### src/rtl/alsu_drv_pkg.sv
// rtl/alsu_drv_pkg.sv - Shared types and helpers for the ALSU command driver
package alsu_drv_pkg;

    // Tag field width carried through the command FIFO; the top-level TAG_W must not exceed it.
    localparam int CMD_TAG_W = 4;

    typedef enum logic [2:0] {
        IDLE,
        ISSUE,
        WAIT,
        CAPTURE,
        RESP
    } drv_state_e;

    typedef enum logic [2:0] {
        OR     = 3'd0,
        XOR    = 3'd1,
        ADD    = 3'd2,
        MULT   = 3'd3,
        SHIFT  = 3'd4,
        ROTATE = 3'd5,
        INV6   = 3'd6,
        INV7   = 3'd7
    } alsu_opcode_e;

    typedef struct packed {
        alsu_opcode_e          opcode;
        logic [2:0]            a;
        logic [2:0]            b;
        logic                  cin;
        logic                  serial_in;
        logic                  direction;
        logic                  red_op_a;
        logic                  red_op_b;
        logic                  bypass_a;
        logic                  bypass_b;
        logic [CMD_TAG_W-1:0]  tag;
    } alsu_cmd_t;

    // Bypass wins over everything; otherwise reductions only make sense for OR/XOR and 6/7 are never legal.
    function automatic logic predict_invalid(
        input logic [2:0] op,
        input logic       red_op_a,
        input logic       red_op_b,
        input logic       bypass_a,
        input logic       bypass_b
    );
        return !(bypass_a | bypass_b) &
               (((red_op_a | red_op_b) & (op[1] | op[2])) | (op[1] & op[2]));
    endfunction

endpackage

### src/rtl/alsu_cmd_fifo.sv
// rtl/alsu_cmd_fifo.sv - Synchronous FIFO of ALSU commands
module alsu_cmd_fifo
    import alsu_drv_pkg::*;
#(
    parameter int DEPTH = 4
) (
    input  logic      clk,
    input  logic      rst,
    input  logic      push,
    input  alsu_cmd_t push_data,
    input  logic      pop,
    output alsu_cmd_t pop_data,
    output logic      full,
    output logic      empty
);

    localparam int PW = $clog2(DEPTH);
    localparam logic [PW:0] PTR_ONE = 1;

    // Pointers carry one extra wrap bit so full and empty are distinguishable.
    logic [PW:0] wr_ptr;
    logic [PW:0] rd_ptr;
    alsu_cmd_t   mem [DEPTH];

    assign empty    = (wr_ptr == rd_ptr);
    assign full     = (wr_ptr[PW] != rd_ptr[PW]) && (wr_ptr[PW-1:0] == rd_ptr[PW-1:0]);
    assign pop_data = mem[rd_ptr[PW-1:0]];

    // Storage array: written on accepted push, contents need no reset.
    always_ff @(posedge clk) begin
        if (push && !full) begin
            mem[wr_ptr[PW-1:0]] <= push_data;
        end
    end

    // Pointer update; reset flushes the queue.
    always_ff @(posedge clk) begin
        if (rst) begin
            wr_ptr <= '0;
            rd_ptr <= '0;
        end else begin
            if (push && !full) begin
                wr_ptr <= wr_ptr + PTR_ONE;
            end
            if (pop && !empty) begin
                rd_ptr <= rd_ptr + PTR_ONE;
            end
        end
    end

endmodule

### src/rtl/alsu_cmd_driver.sv
// rtl/alsu_cmd_driver.sv - Queues ALSU commands, drives the ALSU pins and returns tagged results
module alsu_cmd_driver
    import alsu_drv_pkg::*;
#(
    parameter int FIFO_DEPTH = 4,
    parameter int TAG_W      = 4
) (
    input  logic             clk,
    input  logic             rst,
    input  logic             cmd_valid,
    output logic             cmd_ready,
    input  logic [2:0]       cmd_opcode,
    input  logic [2:0]       cmd_a,
    input  logic [2:0]       cmd_b,
    input  logic             cmd_cin,
    input  logic             cmd_serial_in,
    input  logic             cmd_direction,
    input  logic             cmd_red_op_a,
    input  logic             cmd_red_op_b,
    input  logic             cmd_bypass_a,
    input  logic             cmd_bypass_b,
    input  logic [TAG_W-1:0] cmd_tag,
    output logic [2:0]       opcode,
    output logic [2:0]       A,
    output logic [2:0]       B,
    output logic             cin,
    output logic             serial_in,
    output logic             direction,
    output logic             red_op_A,
    output logic             red_op_B,
    output logic             bypass_A,
    output logic             bypass_B,
    input  logic [5:0]       alsu_out,
    output logic             rsp_valid,
    input  logic             rsp_ready,
    output logic [5:0]       rsp_data,
    output logic             rsp_invalid,
    output logic [TAG_W-1:0] rsp_tag,
    output logic             busy
);

    drv_state_e state;
    drv_state_e state_next;
    alsu_cmd_t  push_cmd;
    alsu_cmd_t  head_cmd;
    logic       fifo_full;
    logic       fifo_empty;
    logic       pop;
    logic       capture;
    logic       rsp_done;

    assign cmd_ready = !fifo_full && !rst;
    assign busy      = (state != IDLE) || !fifo_empty;

    // Pack the command port into the queued record.
    always_comb begin
        push_cmd           = '0;
        push_cmd.opcode    = alsu_opcode_e'(cmd_opcode);
        push_cmd.a         = cmd_a;
        push_cmd.b         = cmd_b;
        push_cmd.cin       = cmd_cin;
        push_cmd.serial_in = cmd_serial_in;
        push_cmd.direction = cmd_direction;
        push_cmd.red_op_a  = cmd_red_op_a;
        push_cmd.red_op_b  = cmd_red_op_b;
        push_cmd.bypass_a  = cmd_bypass_a;
        push_cmd.bypass_b  = cmd_bypass_b;
        push_cmd.tag       = CMD_TAG_W'(cmd_tag);
    end

    alsu_cmd_fifo #(
        .DEPTH (FIFO_DEPTH)
    ) u_fifo (
        .clk       (clk),
        .rst       (rst),
        .push      (cmd_valid && cmd_ready),
        .push_data (push_cmd),
        .pop       (pop),
        .pop_data  (head_cmd),
        .full      (fifo_full),
        .empty     (fifo_empty)
    );

    // FSM state register.
    always_ff @(posedge clk) begin
        if (rst) begin
            state <= IDLE;
        end else begin
            state <= state_next;
        end
    end

    // Next state plus pop/capture/release strobes; two idle cycles cover the ALSU's pin and output registers.
    always_comb begin
        state_next = state;
        pop        = 1'b0;
        capture    = 1'b0;
        rsp_done   = 1'b0;
        case (state)
            IDLE: begin
                if (!fifo_empty) begin
                    pop        = 1'b1;
                    state_next = ISSUE;
                end
            end
            ISSUE:   state_next = WAIT;
            WAIT:    state_next = CAPTURE;
            CAPTURE: begin
                capture    = 1'b1;
                state_next = RESP;
            end
            RESP: begin
                if (rsp_ready) begin
                    rsp_done = 1'b1;
                    if (!fifo_empty) begin
                        pop        = 1'b1;
                        state_next = ISSUE;
                    end else begin
                        state_next = IDLE;
                    end
                end
            end
            default: state_next = IDLE;
        endcase
    end

    // ALSU pin registers: loaded on pop and otherwise held, so shift/rotate keeps stepping between ops.
    always_ff @(posedge clk) begin
        if (rst) begin
            opcode    <= '0;
            A         <= '0;
            B         <= '0;
            cin       <= 1'b0;
            serial_in <= 1'b0;
            direction <= 1'b0;
            red_op_A  <= 1'b0;
            red_op_B  <= 1'b0;
            bypass_A  <= 1'b0;
            bypass_B  <= 1'b0;
        end else if (pop) begin
            opcode    <= head_cmd.opcode;
            A         <= head_cmd.a;
            B         <= head_cmd.b;
            cin       <= head_cmd.cin;
            serial_in <= head_cmd.serial_in;
            direction <= head_cmd.direction;
            red_op_A  <= head_cmd.red_op_a;
            red_op_B  <= head_cmd.red_op_b;
            bypass_A  <= head_cmd.bypass_a;
            bypass_B  <= head_cmd.bypass_b;
        end
    end

    // Response registers: tag and invalid prediction latched at issue, data at capture.
    always_ff @(posedge clk) begin
        if (rst) begin
            rsp_valid   <= 1'b0;
            rsp_data    <= '0;
            rsp_invalid <= 1'b0;
            rsp_tag     <= '0;
        end else begin
            if (pop) begin
                rsp_tag     <= TAG_W'(head_cmd.tag);
                rsp_invalid <= predict_invalid(head_cmd.opcode, head_cmd.red_op_a, head_cmd.red_op_b,
                                               head_cmd.bypass_a, head_cmd.bypass_b);
            end
            if (capture) begin
                rsp_data  <= alsu_out;
                rsp_valid <= 1'b1;
            end else if (rsp_done) begin
                rsp_valid <= 1'b0;
            end
        end
    end

endmodule

### config.mk
export PLATFORM = sky130hd
export DESIGN_NAME = alsu_cmd_driver
export DESIGN_NICKNAME = d
export VERILOG_FILES = /design/src/rtl/alsu_drv_pkg.sv /design/src/rtl/alsu_cmd_fifo.sv /design/src/rtl/alsu_cmd_driver.sv
export SDC_FILE = /design/constraint.sdc
export NUM_CORES = 1
export LEC_CHECK = 0
export CAP_MARGIN = 20
export CORE_ASPECT_RATIO = 0.8
export CORE_MARGIN = 3
export CORE_UTILIZATION = 55
export DETAILED_ROUTE_END_ITERATION = 7
export PLACE_DENSITY = 0.76
export SYNTH_ARGS = -nofsm -noshare
export SYNTH_HDL_FRONTEND = slang
export SYNTH_HIERARCHICAL = 1
export SYNTH_SLANG_ARGS = --single-unit
### constraint.sdc
create_clock -name clk -period 4.95 [get_ports clk]
set_clock_uncertainty 0.05 [all_clocks]
set_input_delay 0.99 -clock clk [delete_from_list [all_inputs] [get_ports clk]]
set_output_delay 0.99 -clock clk [all_outputs]
set_load 0.02 [all_outputs]
==> metrics.txt, run 1 <==
CP max stage delay 0.59 ns; P per Cell Area 508.6 nW/um^2; Fmax achieved 0.2631 GHz; critical path launch point type register; via count 2929; Core ar. 8128 um^2; DIE AREA 9754 um^2; status complete, no violations; routed len/inst 18.77 um; Final Cycle Share 76.79%; CTS-repair resized insts 0; Async SR Flop Fraction 0%; initial core utilization 58.19%; Clk Latency, worst-skew pair 0.51 ns; Avg Cell Area, Syn 14.92 um^2; Reg power frac 41.2%; CTS tree built; number of diodes 0; total gr overflow 0; Worst path slowest cell xnor2_1; vias in the first global route 2919; residual DRC count 0; fin. max-slew vios 0; share of layout cells above drive strength 1 15.86%; # IOs 60; hold_buf cts 0; Post-DP HPWL 5574 um; CP required 3.91 ns; Yosys top cell by area edfxtp_1; RSZ-0062 raised after global routing false; leading post-synthesis cells by cell area edfxtp_1 51%, dfxtp_1 17%, mux4_2 9.5%, a21oi_1 2.5%, nand3_1 2.4%; die height 88.94 um; number of synthesized flops with an enable pin 80; routability cong. 0.8064; row count 29; Total Routing Usage GR 20.56%; CP Cell Sequence xnor2_1 > nand2_1 > nor2_1 > nand3b_1 > clkdlybuf4s50_1; switching share of power 30.16%; post-DR vias/cell 5.870; Worst-Margin Slew 1.100 ns; library cells used by synthesis 44; first-pass iteration count of the detailed router 5; Filler Cell Count 534; H-tree levels 4; multi-input logic area 1391 um^2; Critical Path End Type output port; power share of the combinational group 23.4%; Seq/Total Area, Yosys 67.30%; remaining antenna violation count after routing 0; # Post-CTS Setup Buffers 0; total CTS buffers 17; sw power 901.7 uW; top_reg_cell synth edfxtp_1; largest net degree at the start of global routing 43; Slew headroom 26.64%; fin cells 499; clock group share of total power 35.4%; critical path fanouts, max 8; synthesized area 4730 um^2; Leakage 0.001959 uW; Cells after Synth 317; clock slew seen by the registers of the worst setup and hold paths 0.06 ns; P_int 2088 uW; Synthesis Warnings 6; antenna violations before repair 0; clock sink count 119; max cap viols 0; port buffer count 59; syn nets 352; WP buf/inv 1; top cell family by delay on the critical path simple AND/OR/NAND/NOR gates; first-pass GRT wire length 14740 um; Fin Setup TNS 0 ns; WP data arrival 2.76 ns; Final Hold Vio Count 0; root buffer selected by CTS clkbuf_8; peak supply drop 0.2949 mV; Hold Worst Slack 0.4231 ns; Routed WL 9365 um; Hold Path Class reg2reg; Bufs on Longest Clock Path 2; DR iter-0 viols 189; Setup-failing EPs final 0; die width 109.7 um; sequential standard cell area 3183 um^2; Cells after DPL 467; synthesis-to-finish area growth 24.29%; minimum clock period 3.801 ns; final net count 413; post-synth top area share 50.79%; flops & latches, synth 119; critical path type reg2out
logic make-up (layout without fill, tap and decap cells):
group,Yosys count,in the layout,synth area share (%)
AND/OR/NAND/NOR,65,65,7.540
flip-flops,119,119,67.30
adder cells (fa/ha/maj),5,5,1.323
XOR/XNOR,7,7,1.296
multiplexers,26,26,10.79
buffers and inverters,28,102,3.413
AO/OA/AOI/OAI,67,67,8.334
worst min-delay path, delay by kind of cell (launching register included):
family / cells / cell delay [ns]
AOI/OAI and AO/OA: 2 / 0.11
DFF: 1 / 0.32
per-layer routing:
metal	up-vias	GRT usage, %	part of all wire (%)
li1	1352	-	-
met1	1454	26.22	44
met2	111	33.13	48
met3	12	5.848	6.6
met4	0	9.626	1.5
met5	-	0	0
flip-flops by register name, indices dropped and copies added, names as in the netlist, named ones only:
signal         flops
A                  3
B                  3
bypass_A           1
bypass_B           1
cin                1
direction          1
opcode             3
red_op_A           1
red_op_B           1
rsp_data           6
rsp_invalid        1
rsp_tag            4
rsp_valid          1
serial_in          1
state              3
u_fifo/mem        80
u_fifo/rd_ptr      3
u_fifo/wr_ptr      3
cells in the mapped netlist, types with 2 or more instances:
cell type,instances
clkbuf_1,8
buf_6,4
nand4_1,2
buf_2,7
o211ai_1,6
a41oi_1,2
edfxtp_1,80
nor3_1,2
nor3b_1,4
mux4_2,20
o21ai_0,5
xnor2_1,4
nand3_1,23
ha_1,5
dfxtp_1,39
nand2_1,6
and2_1,4
a21oi_1,24
nand3b_1,3
o21ai_1,17
o21ai_2,3
inv_1,6
nor2_1,11
a31oi_1,4
or4_1,2
mux2i_1,6
xor2_1,3
path summary, 6_finish.rpt:
kind / startpoint / endpoint / slack (ns) / cells past startpoint
setup / recovery: u_fifo/wr_ptr[0]$_SDFFE_PP0P_ / busy / 1.15 / 5
hold reg to reg: rsp_tag[1]$_SDFFE_PP0P_ / rsp_tag[1]$_SDFFE_PP0P_ / 0.42 / 2
hold / removal: rsp_tag[1]$_SDFFE_PP0P_ / rsp_tag[1]$_SDFFE_PP0P_ / 0.42 / 2
setup reg to reg: u_fifo/wr_ptr[0]$_SDFFE_PP0P_ / u_fifo/mem[0][19]$_DFFE_PP_ / 1.91 / 8
power by group through the flow:
stage	logic (uW)	clock network, uW	registers (uW)
finish	701	1060	1230
global route	752	1120	1240
CTS	705	1080	1230
detailed placement	697	0	1250
global placement	688	0	1250
floorplan	428	0	1290
metrics by stage:
stage | utilization [%] | area (um^2) | setup WS (ns) | power [uW]
2_1_floorplan | - | 4730 | 1.595 | 1719
3_3_place_gp | 65.95 | 5360 | 1.552 | 1936
3_5_place_dp | 65.95 | 5360 | 1.516 | 1948
4_1_cts | 72.32 | 5878 | 1.153 | 3013
5_1_grt | 72.32 | 5878 | 0.9855 | 3117
6_report | 72.32 | 5878 | 1.149 | 2989
layout by cell type (no fill, tap or decap), drive strengths merged, types with 2 or more instances in the layout:
master,count
a211o,2
a21oi,24
a31oi,4
a41oi,2
and2,4
buf,5
clkbuf,18
clkdlybuf4s50,59
clkinv,9
clkinvlp,2
dfxtp,39
edfxtp,80
ha,5
inv,9
mux2i,6
mux4,20
nand2,6
nand3,23
nand3b,3
nand4,2
nor2,11
nor3,3
nor3b,4
o211ai,6
o21ai,25
or3,2
or4,2
xnor2,4
xor2,3
layout make-up:
cell class | count | area share, %
Clock inverter | 14 | 1.703
Clock buffer | 18 | 7.109
Sequential cell | 119 | 54.15
Tap cell | 108 | 2.299
Timing Repair Buffer | 64 | 10.69
Inverter | 6 | 0.3831
Multi-Input combinational cell | 170 | 23.67
(Power assumes the default switching activity.)
==> inputs of run 2 (changes only) <==
CORE_UTILIZATION = 49   (was 55)
PLACE_DENSITY = 0.72   (was 0.76)
clock period = 3.2 ns   (was 4.95 ns; I/O delays follow)
==> run 2 against run 1 <==
Against the previous run:
- final cell count increased by 3.0%
- sequential power increased by 57%
- clock-buffer cell count increased by 6
- hold slack lost 0.013 ns
- sequential cell count stayed put
- clock power increased by 66%
- critical path depth did not move
- non-clock buffer count rose by 8
- die area up 11%
- register-to-register slack got worse by 1.5 ns
- via count fell by 1.1%
- global-route usage decreased by 1.4 points
- critical path type unchanged
- largest cell class unchanged
==> metrics.txt, run 2 (synthesized netlist as in run 1, its figures left out) <==
status complete, no violations; P per Cell Area 794.9 nW/um^2; pre-CTS worst setup slack 0.3484 ns; FF-to-FF Start u_fifo/wr_ptr[1]$_SDFFE_PP0P_; Post-DP HPWL 6030 um; switching share of power 27.92%; total CTS buffers 17; R2R Setup Slk 0.45 ns; Worst-Margin Slew 0.7284 ns; port buffer count 59; clock sink count 119; # IOs 60; commonest non-fill, non-tap cell in the layout edfxtp_1; die width 115.8 um; CP required 2.51 ns; root buffer selected by CTS clkbuf_16; critical path type reg2out; number of diodes 0; total gr overflow 0; Reg power frac 40.3%; die height 93.88 um; power share of the combinational group 22.9%; clock slew seen by the registers of the worst setup and hold paths 0.05 ns; final net count 421; clock group share of total power 36.9%; critical path launch point type register; # Post-CTS Setup Buffers 0; hold_buf cts 0; Leakage 0.002024 uW; Hold Path Class reg2reg; Min-Delay Endpoint rsp_tag[3]$_SDFFE_PP0P_; Core ar. 9231 um^2; routability cong. 0.8660; most frequent cells in the layout 80 x edfxtp_1, 59 x clkdlybuf4s50_1, 39 x dfxtp_1; P_int 3449 uW; worst hold stages 2; Final Hold Vio Count 0; first-pass GRT wire length 15320 um; Clk Latency, worst-skew pair 0.41 ns; peak supply drop 0.6242 mV; vias in the first global route 2865; Slew headroom 51.37%; residual DRC count 0; Final Core Density 65.22%; max reg flops 80; Filler Cell Count 680; post-DR vias/cell 5.636; share of layout cells above drive strength 1 17.54%; initial core utilization 51.23%; CTS tree built; Fmax achieved 0.3341 GHz; row count 31; remaining antenna violation count after routing 0; DIE AREA 10870 um^2; H-tree levels 4; Final Cycle Share 93.52%; Total Routing Usage GR 19.21%; via count 2897; CP max stage delay 0.55 ns; WP data arrival 2.30 ns; sw power 1336 uW; routed len/inst 18.74 um; largest net degree at the start of global routing 43; hold_sp rsp_tag[3]$_SDFFE_PP0P_; Register-to-Register Path Depth 8; Final WS setup 0.2072 ns; Setup-failing EPs final 0; synthesis-to-finish area growth 27.30%; DR iter-0 viols 195; Worst path slowest cell clkdlybuf4s50_1; Routed WL 9630 um; Bufs on Longest Clock Path 2; max cap viols 0; minimum clock period 2.993 ns; first-pass iteration count of the detailed router 4; fin. max-slew vios 0; critical path fanouts, max 9; antenna violations before repair 0; Critical Path End Type output port; CP Cell Sequence xnor2_2 > nand2_1 > nor2_1 > nand3b_1 > clkdlybuf4s50_1
-- run 2: area by class of cell --
class / count / area (um^2) / area share (%)
multi-input combinational: 170 / 1418 / 23.55
clock buffer: 24 / 493.0 / 8.188
sequential: 119 / 3183 / 52.87
tap: 115 / 143.9 / 2.390
timing repair buffer: 72 / 688.2 / 11.43
inverter: 6 / 22.52 / 0.3741
clock inverter: 8 / 72.57 / 1.205
-- run 2: how the worst max path moves through the flow --
stage / cells past startpoint / slack, ns / end / startpoint
2_1_floorplan: 8 / 0.13 / u_fifo/mem[3][0]$_DFFE_PP_ / u_fifo/rd_ptr[1]$_SDFFE_PP0P_
3_3_place_gp: 5 / 0.44 / busy / u_fifo/rd_ptr[0]$_SDFFE_PP0P_
3_5_place_dp: 5 / 0.35 / busy / u_fifo/rd_ptr[0]$_SDFFE_PP0P_
4_1_cts: 5 / 0.02 / busy / u_fifo/wr_ptr[1]$_SDFFE_PP0P_
5_1_grt: 5 / -0.0001 / busy / u_fifo/wr_ptr[1]$_SDFFE_PP0P_
6_report: 5 / 0.21 / busy / u_fifo/wr_ptr[1]$_SDFFE_PP0P_
-- run 2: what timing repair did --
action / CTS / global route
endpoints found under the hold margin: 0 / 0
resized for setup: 1 / 2
endpoints found under the setup margin: 1 / 1
-- run 2: metal layers --
layer / vias up / global-route usage, % / part of all wire (%)
met4: 0 / 7.923 / 0.78
li1: 1372 / - / -
met2: 101 / 29.31 / 47
met3: 6 / 5.602 / 6.9
met1: 1418 / 25.90 / 45
met5: - / 0 / 0
-- run 2: worst max-delay path: cells and delay by family (launching register included) --
family / cells / cell delay, ns
AND/OR/NAND/NOR: 3 / 0.60
flip-flops: 1 / 0.53
buffers and inverters: 1 / 0.55
XOR/XNOR: 1 / 0.22
-- run 2: through the flow --
step                      area, um^2  hold WS, ns     TNS, ns  std cells  power, uW
after detailed placement        5429       0.4066           0        482       3035
after floorplan                 4730       0.4269           0        317       2659
after global routing            6021       0.4317  -0.0001394        514       5018
final                           6021       0.4100           0        514       4786
after global placement          5429       0.4011           0        482       3014
after CTS                       6002       0.4149           0        514       4822
-- run 2: power by group through the flow --
stage | Sequential [uW] | Combinational (uW) | Clock (uW)
after floorplan | 2000 | 662 | 0
after global placement | 1940 | 1070 | 0
after detailed placement | 1950 | 1080 | 0
after CTS | 1920 | 1100 | 1800
after global routing | 1950 | 1200 | 1870
final | 1930 | 1090 | 1760
==> inputs of run 3 (changes only) <==
ABC_CLOCK_PERIOD_IN_PS = 3200   (was default)
CTS_CLUSTER_DIAMETER = 40   (was default)
==> results of run 3 <==
The final DEF is identical to that of run 2; final timing and power are the same.
